File: src/rtl/round_pkg.sv
// Shared phase encoding and counter widths for the round sequencer.
package round_pkg;

    localparam int SEC_W   = 8;
    localparam int ROUND_W = 8;

    typedef enum logic [2:0] {
        IDLE      = 3'd0,
        COUNTDOWN = 3'd1,
        PLAY      = 3'd2,
        SCORE     = 3'd3,
        GAME_OVER = 3'd4
    } phase_e;

    function automatic logic is_timed(phase_e p);
        return (p == COUNTDOWN) || (p == PLAY) || (p == SCORE);
    endfunction

endpackage

File: src/rtl/tick_prescaler.sv
// Cycle prescaler: wraps every TICKS_PER_SEC enabled cycles.
module tick_prescaler #(
    parameter int TICKS_PER_SEC = 74_250_000
) (
    input  logic clk_in,
    input  logic rst_n_in,
    input  logic clear_in,
    input  logic en_in,
    output logic tick_out
);

    localparam int CNT_W = $clog2(TICKS_PER_SEC);
    localparam logic [CNT_W-1:0] LAST = CNT_W'(TICKS_PER_SEC - 1);

    logic [CNT_W-1:0] count;

    assign tick_out = en_in && (count == LAST);

    always_ff @(posedge clk_in or negedge rst_n_in) begin
        if (!rst_n_in) begin
            count <= '0;
        end else if (clear_in || tick_out) begin
            count <= '0;
        end else if (en_in) begin
            count <= count + CNT_W'(1);
        end
    end

endmodule

File: src/rtl/round_sequencer.sv
// Round controller: COUNTDOWN -> PLAY -> SCORE per round, MAX_ROUNDS
// rounds per game, with per-phase seconds timer and pass tally.
module round_sequencer
    import round_pkg::*;
#(
    parameter int TICKS_PER_SEC = 74_250_000,
    parameter int COUNTDOWN_SEC = 3,
    parameter int PLAY_SEC      = 10,
    parameter int SCORE_SEC     = 5,
    parameter int MAX_ROUNDS    = 5
) (
    input  logic         clk_in,
    input  logic         rst_n_in,
    input  logic         start_in,
    input  logic         abort_in,
    input  logic         pause_in,
    input  logic         hit_in,
    output logic [2:0]   phase_out,
    output logic [7:0]   sec_left_out,
    output logic [7:0]   round_out,
    output logic [7:0]   pass_count_out,
    output logic         sec_tick_out,
    output logic         round_done_out,
    output logic         round_pass_out
);

    if (TICKS_PER_SEC < 2) begin : g_bad_tps
        $error("TICKS_PER_SEC must be >= 2");
    end
    if (COUNTDOWN_SEC < 1 || COUNTDOWN_SEC > 255) begin : g_bad_cd
        $error("COUNTDOWN_SEC out of range 1..255");
    end
    if (PLAY_SEC < 1 || PLAY_SEC > 255) begin : g_bad_play
        $error("PLAY_SEC out of range 1..255");
    end
    if (SCORE_SEC < 1 || SCORE_SEC > 255) begin : g_bad_score
        $error("SCORE_SEC out of range 1..255");
    end
    if (MAX_ROUNDS < 1 || MAX_ROUNDS > 255) begin : g_bad_rounds
        $error("MAX_ROUNDS out of range 1..255");
    end

    phase_e               phase_q;
    phase_e               phase_d;
    logic                 running;
    logic                 tick;
    logic                 expire;
    logic                 go;
    logic                 clear;
    logic                 last_round;
    logic                 hit_now;
    logic                 hit_q;
    logic                 hit_d;
    logic                 passed;
    logic [SEC_W-1:0]     sec_d;
    logic [SEC_W-1:0]     load_sec;
    logic [ROUND_W-1:0]   round_d;
    logic [ROUND_W-1:0]   pass_d;
    logic                 tick_d;
    logic                 done_d;
    logic                 rpass_d;

    assign running    = is_timed(phase_q) && !pause_in;
    assign go         = start_in
                     && (phase_q == IDLE || phase_q == GAME_OVER);
    assign expire     = tick && (sec_left_out == SEC_W'(1));
    assign last_round = (round_out == ROUND_W'(MAX_ROUNDS));
    assign hit_now    = hit_in && (phase_q == PLAY) && !pause_in;
    assign passed     = !(hit_q || hit_now);
    // Any phase change restarts the second from zero.
    assign clear      = (phase_d != phase_q);
    assign phase_out  = phase_q;

    tick_prescaler #(
        .TICKS_PER_SEC (TICKS_PER_SEC)
    ) u_prescaler (
        .clk_in   (clk_in),
        .rst_n_in (rst_n_in),
        .clear_in (clear),
        .en_in    (running),
        .tick_out (tick)
    );

    always_ff @(posedge clk_in or negedge rst_n_in) begin
        if (!rst_n_in) begin
            phase_q <= IDLE;
        end else begin
            phase_q <= phase_d;
        end
    end

    always_comb begin
        phase_d = phase_q;
        if (abort_in) begin
            phase_d = IDLE;
        end else if (go) begin
            phase_d = COUNTDOWN;
        end else if (expire) begin
            unique case (phase_q)
                COUNTDOWN: phase_d = PLAY;
                PLAY:      phase_d = SCORE;
                SCORE:     phase_d = last_round ? GAME_OVER : COUNTDOWN;
                default:   phase_d = phase_q;
            endcase
        end
    end

    always_comb begin
        load_sec = '0;
        unique case (phase_d)
            COUNTDOWN: load_sec = SEC_W'(COUNTDOWN_SEC);
            PLAY:      load_sec = SEC_W'(PLAY_SEC);
            SCORE:     load_sec = SEC_W'(SCORE_SEC);
            default:   load_sec = '0;
        endcase
    end

    always_comb begin
        sec_d   = sec_left_out;
        round_d = round_out;
        pass_d  = pass_count_out;
        hit_d   = hit_q || hit_now;
        rpass_d = round_pass_out;
        tick_d  = tick;
        done_d  = 1'b0;
        if (abort_in) begin
            sec_d   = '0;
            round_d = '0;
            pass_d  = '0;
            hit_d   = 1'b0;
            rpass_d = 1'b0;
            tick_d  = 1'b0;
        end else begin
            if (go) begin
                round_d = ROUND_W'(1);
                pass_d  = '0;
                hit_d   = 1'b0;
            end
            if (expire && phase_q == COUNTDOWN) begin
                hit_d = 1'b0;
            end
            if (expire && phase_q == PLAY) begin
                done_d  = 1'b1;
                rpass_d = passed;
                if (passed) begin
                    pass_d = pass_count_out + ROUND_W'(1);
                end
            end
            if (expire && phase_q == SCORE && !last_round) begin
                round_d = round_out + ROUND_W'(1);
            end
            if (clear) begin
                sec_d = load_sec;
            end else if (tick && sec_left_out > SEC_W'(1)) begin
                sec_d = sec_left_out - SEC_W'(1);
            end
        end
    end

    always_ff @(posedge clk_in or negedge rst_n_in) begin
        if (!rst_n_in) begin
            sec_left_out   <= '0;
            round_out      <= '0;
            pass_count_out <= '0;
            hit_q          <= 1'b0;
            round_pass_out <= 1'b0;
            sec_tick_out   <= 1'b0;
            round_done_out <= 1'b0;
        end else begin
            sec_left_out   <= sec_d;
            round_out      <= round_d;
            pass_count_out <= pass_d;
            hit_q          <= hit_d;
            round_pass_out <= rpass_d;
            sec_tick_out   <= tick_d;
            round_done_out <= done_d;
        end
    end

endmodule

File: config.mk
export PLATFORM = sky130hd
export DESIGN_NAME = round_sequencer
export DESIGN_NICKNAME = d
export VERILOG_FILES = /design/src/rtl/round_pkg.sv /design/src/rtl/tick_prescaler.sv /design/src/rtl/round_sequencer.sv
export SDC_FILE = /design/constraint.sdc
export NUM_CORES = 1
export LEC_CHECK = 0
export BUFFER_PORTS_ARGS = -buffer_cell sky130_fd_sc_hd__buf_4
export CELL_PAD_IN_SITES_DETAIL_PLACEMENT = 1
export CELL_PAD_IN_SITES_GLOBAL_PLACEMENT = 2
export CORE_MARGIN = 5
export CORE_UTILIZATION = 39
export DETAILED_ROUTE_END_ITERATION = 8
export PLACE_DENSITY = 0.94
export SETUP_SLACK_MARGIN = 0.02
export SYNTH_ARGS = -nofsm -noshare
export SYNTH_HDL_FRONTEND = slang
export SYNTH_SLANG_ARGS = --single-unit
File: constraint.sdc
create_clock -name clk_in -period 7.7 [get_ports clk_in]
set_input_delay 0.385 -clock clk_in [delete_from_list [all_inputs] [get_ports clk_in]]
set_output_delay 0.385 -clock clk_in [all_outputs]
set_load 0.01 [all_outputs]
==> metrics <==
crit path kind=reg2reg; syn_nets=364; final worst path period share=0.360; outcome=finished clean; required time of the critical path=7930 ps; top cells by area, synth=dfrtp_1, xor2_1, nor2_1, nand2_1, nand3_1; # Post-CTS Setup Buffers=0; Leak Pwr=0.00168 uW; startpoint types=flop; critical-path maximum fanout=11; Avg Synthesized Cell Area=9.23 um^2; IO Pins=36; largest area contributor in the netlist=dfrtp_1; Total Routing Usage GR=0.175; die outline width=101 um; Iteration-0 DRC Markers=112; synthesized instance count=352; sum of negative setup slack=0 ps; Comb power frac=0.067; TritonCTS sink count=58; cell row count=33; most frequent cell after synthesis=dfrtp_1; Slew headroom=0.376; # diodes=0; Post-DRT Antenna Nets=0; Slew Viols, Final=0; Synth top cells by count=dfrtp_1, nor2_1, nand2_1; Yosys cell types=51; RD Place Congestion=0.779; Seq pwr share=0.475; Tmin final=2770 ps; Yosys top cell area share=0.447; root buffer cell=clkbuf_8; Vias=2,799; final count of hold timing violations=0; RSZ-0062 raised after global routing=false; drt wl/cell=16.8 um; yosys warns=0; synthesis-stage register bit count=58; global route overflow=0; Max-Cap Viols=0; clock skew=6.65 ps; share of cells above drive strength 1=0.170; Worst setup EP type=flop; final routed DRC violation total=0; switching part of the total=0.244; Int Power=496 uW; CTS Hold Buffers Added=0; Worst EP arrival=3000 ps; Psw=160 uW; largest net degree at the start of global routing=59; Async SR Flop Fraction=1.00; Cell Pwr Density=172 nW/um^2; Bufs on Longest Clock Path=2; sequential share of the synthesized area=0.447; Worst VDD drop=63.4 uV; IO Port Bufs=35; actual slew at the worst max-slew pin=929 ps; Die Y-Extent=101 um; area delta synth->final=17.3%; setup ws final=4930 ps; Vias/cell=5.62; clock latency on the worst-skew pair=340 ps; vias in the first global route=2,954; CTS Buf Count=9; clock-pin slew on the worst setup and hold paths=70 ps; global-route wire length before repair=14,400 um; clock power share=0.458; # resized after CTS=0; Hold Crit Class=in2async; H-tree Lvls=3; Placement Setup Slack=4910 ps; HPWL Detailed=6020 um; nets=401; Core Region=8180 um^2; CTS tree=built; EDFF count, synth=0; antenna violations before repair=0; Mapped Area=3250 um^2; final WL=8390 um; fmax=361 MHz; Pre-Repair DR Iteration Count=4; final setup fails=0; Primary FF master, synth=dfrtp_1; Initial Util=0.397; Die Area=10,300 um^2
logic make-up (layout without fill, tap and decap cells):
family	Yosys count	count (layout)	share of synthesized area
XOR/XNOR	32	32	0.0863
buffers and inverters	19	60	0.0247
multiplexers	5	5	0.0177
AND/OR/NAND/NOR	180	180	0.298
flip-flops	58	58	0.447
AO/OA/AOI/OAI	52	52	0.103
adder cells (fa/ha/maj)	6	6	0.0231
placed cells by master, fill, tap and decap left out, types with 4 or more instances in the layout:
| cell | netlist | final |
|---|---|---|
| inv_1 | 8 | 8 |
| ha_1 | 6 | 6 |
| nand2b_1 | 5 | 5 |
| nor4_1 | 11 | 11 |
| o21ai_0 | 12 | 12 |
| or3_1 | 6 | 6 |
| clkbuf_8 | 0 | 12 |
| nand4_1 | 12 | 12 |
| dfrtp_1 | 58 | 58 |
| nor2_1 | 45 | 45 |
| xor2_1 | 20 | 20 |
| nand2_1 | 31 | 31 |
| nand3b_1 | 4 | 4 |
| xnor2_1 | 12 | 12 |
| a21oi_1 | 17 | 17 |
| nor3_1 | 10 | 10 |
| and3_1 | 13 | 13 |
| buf_4 | 1 | 37 |
| nand3_1 | 22 | 22 |
| a21o_1 | 4 | 4 |
stage by stage:
stage          power (uW)  cells  hold WS (ps)  utilization  area [um^2]
2_1_floorplan         342    352          89.4            -         3250
3_3_place_gp          360    483           502        0.441         3610
3_5_place_dp          362    483           512        0.441         3610
4_1_cts               662    498           144        0.466         3810
5_1_grt               680    498           155        0.466         3810
6_report              655    498          95.0        0.466         3810
final cells by class:
type,count,area [um^2]
inverters,8,30.0
flip-flops and latches,58,1450
clock inverters,2,35.0
multi-input cells,275,1720
repair buffers,37,278
fillers,968,4360
well taps,105,131
clock buffers,13,169
worst paths after layout:
| kind | start | endpoint | slack (ps) | depth (start not counted) |
|---|---|---|---|---|
| max in group asynchronous | rst_n_in | u_prescaler.count[8] | 7080 | 1 |
| worst min-delay path | rst_n_in | pass_count_out[2] | 90 | 1 |
| min in group clk_in | abort_in | round_done_out | 410 | 2 |
| worst max-delay path | phase_out[0] | sec_left_out[2] | 4930 | 6 |
| worst min register to register | round_pass_out | round_pass_out | 530 | 2 |
| worst max register to register | phase_out[0] | sec_left_out[2] | 4930 | 6 |
power by group through the flow:
stage / Sequential, uW / Combinational [uW] / Clock (uW)
2_1_floorplan: 316 / 26.2 / 0
3_3_place_gp: 317 / 43.6 / 0
3_5_place_dp: 317 / 44.8 / 0
4_1_cts: 311 / 45.1 / 306
5_1_grt: 311 / 49.1 / 320
6_report: 311 / 44.0 / 300
layer usage:
layer	track usage	vias up	wire (um)
met5	0	-	0
met4	0.0511	0	89
met3	0.0351	8	304
met2	0.289	40	4030
met1	0.233	1419	3960
li1	-	1332	-
flip-flops by register name (all words and copies together), names as in the netlist:
name	flops
round_pass_out	1
phase_out	3
round_done_out	1
sec_left_out	8
u_prescaler.count	27
sec_tick_out	1
pass_count_out	8
round_out	8
hit_q	1
critical path: stages (launching register included):
cell and delay [ps]:
dfrtp_1 540, nor2_1 180, or3_1 560, nor4_1 510, a22o_1 470, o21ba_2 220
o21ba_2 180
(Power assumes the default switching activity.)
